[config.mk]
export PLATFORM = sky130hd
export DESIGN_NAME = key_stack_flat
export DESIGN_NICKNAME = d
export VERILOG_FILES = /design/src/rtl/key_pkg.sv /design/src/rtl/key_stack_if.sv /design/src/rtl/prio_enc.sv /design/src/rtl/key_stack.sv /design/src/flat_wrapper.sv
export SDC_FILE = /design/constraint.sdc
export NUM_CORES = 1
export LEC_CHECK = 0
export ABC_AREA = 1
export BUFFER_PORTS_ARGS = -buffer_cell sky130_fd_sc_hd__buf_4
export CORE_MARGIN = 3
export CORE_UTILIZATION = 50
export DETAILED_ROUTE_END_ITERATION = 12
export GPL_TIMING_DRIVEN = 0
export PLACE_DENSITY = 0.71
export SETUP_SLACK_MARGIN = 0.02
export SYNTH_ARGS = -nofsm -noshare
export SYNTH_HDL_FRONTEND = slang
export SYNTH_SLANG_ARGS = --single-unit
[constraint.sdc]
create_clock -name clk -period 3.6 [get_ports clk]
set_clock_uncertainty 0.05 [all_clocks]
set_input_delay 0.36 -clock clk [delete_from_list [all_inputs] [get_ports clk]]
set_output_delay 0.36 -clock clk [all_outputs]
set_load 0.005 [all_outputs]
[src/rtl/key_pkg.sv]
// Shared constants, event kinds and the clog2 helper for the key stack design.
package key_pkg;

    localparam int DEF_NUM_KEYS = 24;
    localparam int DEF_DEPTH    = 8;

    typedef enum logic [1:0] {
        EVT_NONE    = 2'd0,
        EVT_PRESS   = 2'd1,
        EVT_RELEASE = 2'd2
    } evt_kind_e;

    function automatic int clog2(input int n);
        int r;
        int v;
        r = 0;
        v = n - 1;
        while (v > 0) begin
            r++;
            v = v >> 1;
        end
        return r;
    endfunction

endpackage

[src/rtl/key_stack_if.sv]
// Key inputs and all status/event outputs of the key stack, bundled for port lists.
interface key_stack_if
    import key_pkg::*;
#(
    parameter int NUM_KEYS = DEF_NUM_KEYS,
    parameter int DEPTH    = DEF_DEPTH
);
    localparam int KEY_W = clog2(NUM_KEYS);
    localparam int CNT_W = clog2(DEPTH + 1);

    logic [NUM_KEYS-1:0] keys;
    logic [KEY_W-1:0]    key;
    logic                valid;
    logic                press;
    logic [NUM_KEYS-1:0] display;
    logic                note_on;
    logic                note_off;
    logic [KEY_W-1:0]    evt_key;
    logic [CNT_W-1:0]    count;

    modport master (
        output keys,
        input  key, valid, press, display, note_on, note_off, evt_key, count
    );

    modport slave (
        input  keys,
        output key, valid, press, display, note_on, note_off, evt_key, count
    );

endinterface

[src/rtl/prio_enc.sv]
// Lowest-index-first priority encoder: reports whether any bit is set and where the first one is.
module prio_enc
    import key_pkg::*;
#(
    parameter  int WIDTH = 8,
    localparam int IDX_W = clog2(WIDTH)
) (
    input  logic [WIDTH-1:0] bits,
    output logic             found,
    output logic [IDX_W-1:0] index
);

    // Scan downward so the lowest set bit is the last one written.
    always_comb begin
        found = 1'b0;
        index = '0;
        for (int i = WIDTH - 1; i >= 0; i--) begin
            if (bits[i]) begin
                found = 1'b1;
                index = IDX_W'(i);
            end
        end
    end

endmodule

[src/rtl/key_stack.sv]
// Last-note-priority held-key stack: one press or release event processed per cycle.
module key_stack
    import key_pkg::*;
#(
    parameter int NUM_KEYS = DEF_NUM_KEYS,
    parameter int DEPTH    = DEF_DEPTH
) (
    input logic       clk,
    input logic       rst,
    key_stack_if.slave bus
);

    localparam int KEY_W = clog2(NUM_KEYS);
    localparam int CNT_W = clog2(DEPTH + 1);

    logic [NUM_KEYS-1:0] tracked, tracked_n;
    logic [KEY_W-1:0]    stack      [DEPTH];
    logic [KEY_W-1:0]    stack_n    [DEPTH];
    logic [KEY_W-1:0]    stack_down [DEPTH];
    logic [KEY_W-1:0]    stack_up   [DEPTH];
    logic [CNT_W-1:0]    count, count_n;
    logic                note_on, note_off;
    logic [KEY_W-1:0]    evt_key;

    logic                rel_found, prs_found;
    logic [KEY_W-1:0]    rel_idx, prs_idx;
    evt_kind_e           evt_kind;
    logic [KEY_W-1:0]    evt_idx;
    logic                hit;

    prio_enc #(.WIDTH(NUM_KEYS)) rel_enc (
        .bits  (tracked & ~bus.keys),
        .found (rel_found),
        .index (rel_idx)
    );

    prio_enc #(.WIDTH(NUM_KEYS)) prs_enc (
        .bits  (bus.keys & ~tracked),
        .found (prs_found),
        .index (prs_idx)
    );

    // Releases win so a stale key never lingers on top while new presses queue.
    always_comb begin
        evt_kind = EVT_NONE;
        evt_idx  = '0;
        if (rel_found) begin
            evt_kind = EVT_RELEASE;
            evt_idx  = rel_idx;
        end else if (prs_found) begin
            evt_kind = EVT_PRESS;
            evt_idx  = prs_idx;
        end
    end

    always_comb begin
        stack_down[0] = evt_idx;
        for (int j = 1; j < DEPTH; j++) stack_down[j] = stack[j-1];
        for (int j = 0; j < DEPTH - 1; j++) stack_up[j] = stack[j+1];
        stack_up[DEPTH-1] = '0;
    end

    // A released key missing from the stack was pushed off the bottom earlier.
    always_comb begin
        tracked_n = tracked;
        stack_n   = stack;
        count_n   = count;
        hit       = 1'b0;
        case (evt_kind)
            EVT_PRESS: begin
                tracked_n[evt_idx] = 1'b1;
                stack_n            = stack_down;
                if (count != CNT_W'(DEPTH)) count_n = count + CNT_W'(1);
            end
            EVT_RELEASE: begin
                tracked_n[evt_idx] = 1'b0;
                for (int j = 0; j < DEPTH; j++) begin
                    if (CNT_W'(j) < count && stack[j] == evt_idx) hit = 1'b1;
                    if (hit) stack_n[j] = stack_up[j];
                end
                if (hit) count_n = count - CNT_W'(1);
            end
            default: ;
        endcase
    end

    always_ff @(posedge clk) begin
        if (rst) begin
            tracked  <= '0;
            for (int j = 0; j < DEPTH; j++) stack[j] <= '0;
            count    <= '0;
            note_on  <= 1'b0;
            note_off <= 1'b0;
            evt_key  <= '0;
        end else begin
            tracked  <= tracked_n;
            stack    <= stack_n;
            count    <= count_n;
            note_on  <= (evt_kind == EVT_PRESS);
            note_off <= (evt_kind == EVT_RELEASE);
            if (evt_kind != EVT_NONE) evt_key <= evt_idx;
        end
    end

    assign bus.valid    = (count != '0);
    assign bus.key      = bus.valid ? stack[0] : '0;
    assign bus.display  = bus.valid ? (NUM_KEYS'(1) << stack[0]) : '0;
    assign bus.press    = |bus.keys;
    assign bus.count    = count;
    assign bus.note_on  = note_on;
    assign bus.note_off = note_off;
    assign bus.evt_key  = evt_key;

endmodule

[src/flat_wrapper.sv]
// flat-port wrapper written by rule: the top's interface ports become plain ports
module key_stack_flat import key_pkg::*;
#(
    parameter int NUM_KEYS = DEF_NUM_KEYS,
    parameter int DEPTH    = DEF_DEPTH
)
  (clk, rst, bus_keys, bus_key, bus_valid, bus_press, bus_display, bus_note_on, bus_note_off, bus_evt_key, bus_count);
  key_stack_if #(.NUM_KEYS(NUM_KEYS), .DEPTH(DEPTH)) bus_i ();
  input logic clk;
  input logic rst;
  input wire logic [$bits(bus_i.keys)-1:0] bus_keys;
  output wire logic [$bits(bus_i.key)-1:0] bus_key;
  output wire logic [$bits(bus_i.valid)-1:0] bus_valid;
  output wire logic [$bits(bus_i.press)-1:0] bus_press;
  output wire logic [$bits(bus_i.display)-1:0] bus_display;
  output wire logic [$bits(bus_i.note_on)-1:0] bus_note_on;
  output wire logic [$bits(bus_i.note_off)-1:0] bus_note_off;
  output wire logic [$bits(bus_i.evt_key)-1:0] bus_evt_key;
  output wire logic [$bits(bus_i.count)-1:0] bus_count;
  assign bus_i.keys = bus_keys;
  assign bus_key = bus_i.key;
  assign bus_valid = bus_i.valid;
  assign bus_press = bus_i.press;
  assign bus_display = bus_i.display;
  assign bus_note_on = bus_i.note_on;
  assign bus_note_off = bus_i.note_off;
  assign bus_evt_key = bus_i.evt_key;
  assign bus_count = bus_i.count;
  key_stack #(.NUM_KEYS(NUM_KEYS), .DEPTH(DEPTH)) u_core (.clk(clk), .rst(rst), .bus(bus_i));
endmodule
==> flow_metrics.py <==
metrics = {
    "run_status": {
        "status": "complete, no violations",
    },
    "place": {
        "placed_cell_area_mm2": 0.00569,
        "dp_hpwl_um": 11500,
        "portBuffers": 66,
        "place.gp.congestion": 0.984,
        "pre_cts_slack_ns": 0.142,
    },
    "clocking": {
        "cts.sinks": 75,
        "cts_hold_buffers": 0,
        "cts_made_buffers": 9,
        "htreeDepth": 3,
        "cts_max_path_buffers": 2,
        "clk_latency_ns": 0.37,
        "cts_tree": "done",
        "path_clk_slew_ns": 0.08,
        "cts-root-buf": "clkbuf_8",
    },
    "finish": {
        "fillers": 879,
        "fin_area_mm2": 0.00590,
        "drive_above_1_share_pct": 18.9,
        "area_growth_pct": 17.3,
        "diodes": 0,
        "multi_input_area_mm2": 0.00309,
        "final_cell_mix": "nand2_1, nor2_1, dfxtp_1, buf_4, inv_1",
        "regArea_mm2": 0.00150,
        "nets": 890,
        "final_util_pct": 62.1,
        "final_common_cell": "nand2_1",
    },
    "worst_setup_path": {
        "critPathMaxFanout": 10,
        "reg2reg_to": "u_core.stack[14]",
        "arrival_ns": 3.61,
        "r2r_cells": 23,
        "setup.worst_path.start_class": "flip-flop",
        "cp-end-kind": "flip-flop",
        "worstPathRequired_ns": 3.84,
        "r2r_slack_ns": 0.23,
        "worst-setup-path-type": "flip-flop to flip-flop",
    },
    "grt": {
        "grt_pass1_wl_um": 24700,
        "grt-ovfl-total": 0,
        "grt_pass1_vias": 4968,
        "antenna_found_initial": 0,
        "grt_usage_pct": 27.4,
        "grt_max_degree": 14,
    },
    "yosys": {
        "synth_nets": 811,
        "yosys_warnings": 0,
        "synth_cell_type_count": 50,
        "synth_top_family_by_area": "simple AND/OR/NAND/NOR gates",
        "postSynthAreaPerCell_um2": 6.44,
        "yosys.area_share.adder_pct": 0.746,
        "synth-seq-area-share_pct": 29.8,
        "synth_compound_area_share_pct": 22.9,
        "synth.ff_latch_count": 75,
        "syn_inst": 782,
        "synthSimpleGateAreaFrac_pct": 34.6,
        "synth_edf_count": 0,
        "synth_xor_xnor_area_share_pct": 2.76,
        "synthMuxAreaShare_pct": 0,
        "synth-main-ff-cell": "dfxtp_1",
        "async_reset_ff_share_pct": 0,
        "syn-cell-area_mm2": 0.00503,
    },
    "floorplanning": {
        "core-area_mm2": 0.00950,
        "dieArea_mm2": 0.0113,
        "die_h_um": 106,
        "die_width_um": 106,
        "start_util_pct": 53.0,
        "io_pins": 68,
        "num_rows": 35,
    },
    "timing": {
        "final-setup-viol-count": 0,
        "period_minus_slack_ns": 3.37,
        "hold_slack_ns": 0.338,
        "fin_crit_sh_pct": 93.5,
        "drv_slew": 0,
        "finalHoldViolations": 0,
        "slew_headroom_pct": 49.3,
        "tightest_slew_ns": 0.757,
        "finalSetupTns_ns": 0,
        "grt_setup_unrepaired": "false",
        "max_freq_mhz": 297,
        "setup_slack_ns": 0.234,
    },
    "min_path": {
        "hold_depth": 5,
        "worstHoldStart": "bus_keys[0]",
        "min_path_type": "input port to flip-flop",
    },
    "detailed_routing": {
        "routedWlPerCell_um": 15.5,
        "first_iter_violations": 454,
        "vias": 5551,
        "ant_nets": 0,
        "wirelength_um": 15400,
        "drc_errors": 0,
        "drtPass1Iterations": 5,
        "via_per_inst": 5.58,
    },
    "job": {
        "maxCapViolations": 0,
    },
    "pwr": {
        "powerDensity_mw_per_mm2": 896,
        "leakagePower_nw": 2.54,
        "peakVddDrop_v": 0.000648,
    },
}
[cell usage after synthesis, types with 3 or more instances]
cell / n / share of area, %
nand2_1: 201 / 15
nor2_1: 90 / 6.7
dfxtp_1: 75 / 30
inv_1: 55 / 4.1
a21oi_1: 53 / 5.3
o21ai_0: 50 / 5.0
clkbuf_1: 29 / 2.2
o21ai_1: 24 / 2.4
inv_2: 23 / 1.7
nand3_1: 21 / 2.1
nor4_1: 14 / 1.7
nand4_1: 13 / 1.6
xor2_1: 13 / 2.3
a31oi_1: 12 / 1.5
a311oi_1: 11 / 1.9
a211oi_1: 10 / 1.5
nand2_2: 10 / 1.2
or2_1: 10 / 1.2
o211ai_1: 6 / 0.89
or2_2: 6 / 0.75
o22ai_2: 5 / 1.2
nand2_4: 4 / 0.89
nand3_2: 4 / 0.80
o22ai_1: 4 / 0.50
ha_1: 3 / 0.75
nor2_4: 3 / 0.67
nor3_2: 3 / 0.60
[critical path, cell delays in order, from the launching register on]
cell	delay [ns]
dfxtp_1	0.36
nand2_2	0.11
nand2_1	0.07
nor2_1	0.20
nand2_1	0.10
nor2_2	0.13
nand2_2	0.11
inv_2	0.17
nand2_2	0.11
nand2_4	0.17
inv_4	0.12
nand2_1	0.07
o211ai_1	0.10
nor3_2	0.21
o211ai_1	0.12
a21oi_1	0.20
nand3_2	0.15
nand4_4	0.14
nor2_4	0.07
nand2_1	0.06
nand2_1	0.06
nand2_2	0.17
o21ai_1	0.09
a21oi_1	0.15
[layer usage]
metal / track usage [%] / part of all wire, % / vias up
li1: - / - / 2762
met3: 5.40 / 9.3 / 34
met4: 12.3 / 3.1 / 0
met2: 40.6 / 42 / 250
met1: 38.4 / 46 / 2505
met5: 0 / 0 / -
[logic make-up after synthesis]
kind of cell / Yosys count
buf+inv: 116
flops: 75
xor+xnor: 15
fa+ha+maj: 3
simple gates: 386
compound gates: 187
[metrics by stage]
| step | total power [mW] | instances |
|---|---|---|
| after floorplan | 3.61 | 782 |
| final | 5.29 | 995 |
| after global placement | 4.45 | 977 |
| after detailed placement | 4.53 | 977 |
| after CTS | 5.15 | 993 |
| after global routing | 5.71 | 995 |
[timing repair]
item                                    in CTS  in global routing
endpoints found under the setup margin       0                 25
buffers inserted                             0                  2
resized for setup                            0                  6
[layout make-up]
cell class	instances	area share [%]
Clock inverter	6	0.699
Inverter	83	5.45
Clock buffer	10	2.33
Sequential cell	75	25.4
Buffer	33	2.40
Timing Repair Buffer	68	8.65
Multi-Input combinational cell	591	52.3
Tap cell	129	2.73
[worst max path at each step]
stage	startpoint	to	slack, ns	cells after the start
after global placement	bus_keys[22]	u_core.bus.count[3]	0.22	21
after CTS	flip-flop	u_core.bus.count[3]	0.27	19
after floorplan	bus_keys[2]	u_core.stack[5]	0.82	23
final	flip-flop	u_core.stack[14]	0.23	23
after global routing	flip-flop	u_core.stack[8]	0.02	24
after detailed placement	bus_keys[22]	u_core.bus.count[3]	0.14	21
[power breakdown]
part	internal [mW]	switching [mW]	leakage, nW
sequential	1.05	0.171	0.614
combinational	1.10	2.35	1.84
clock	0.267	0.343	0.0843
(Power assumes the default switching activity.)
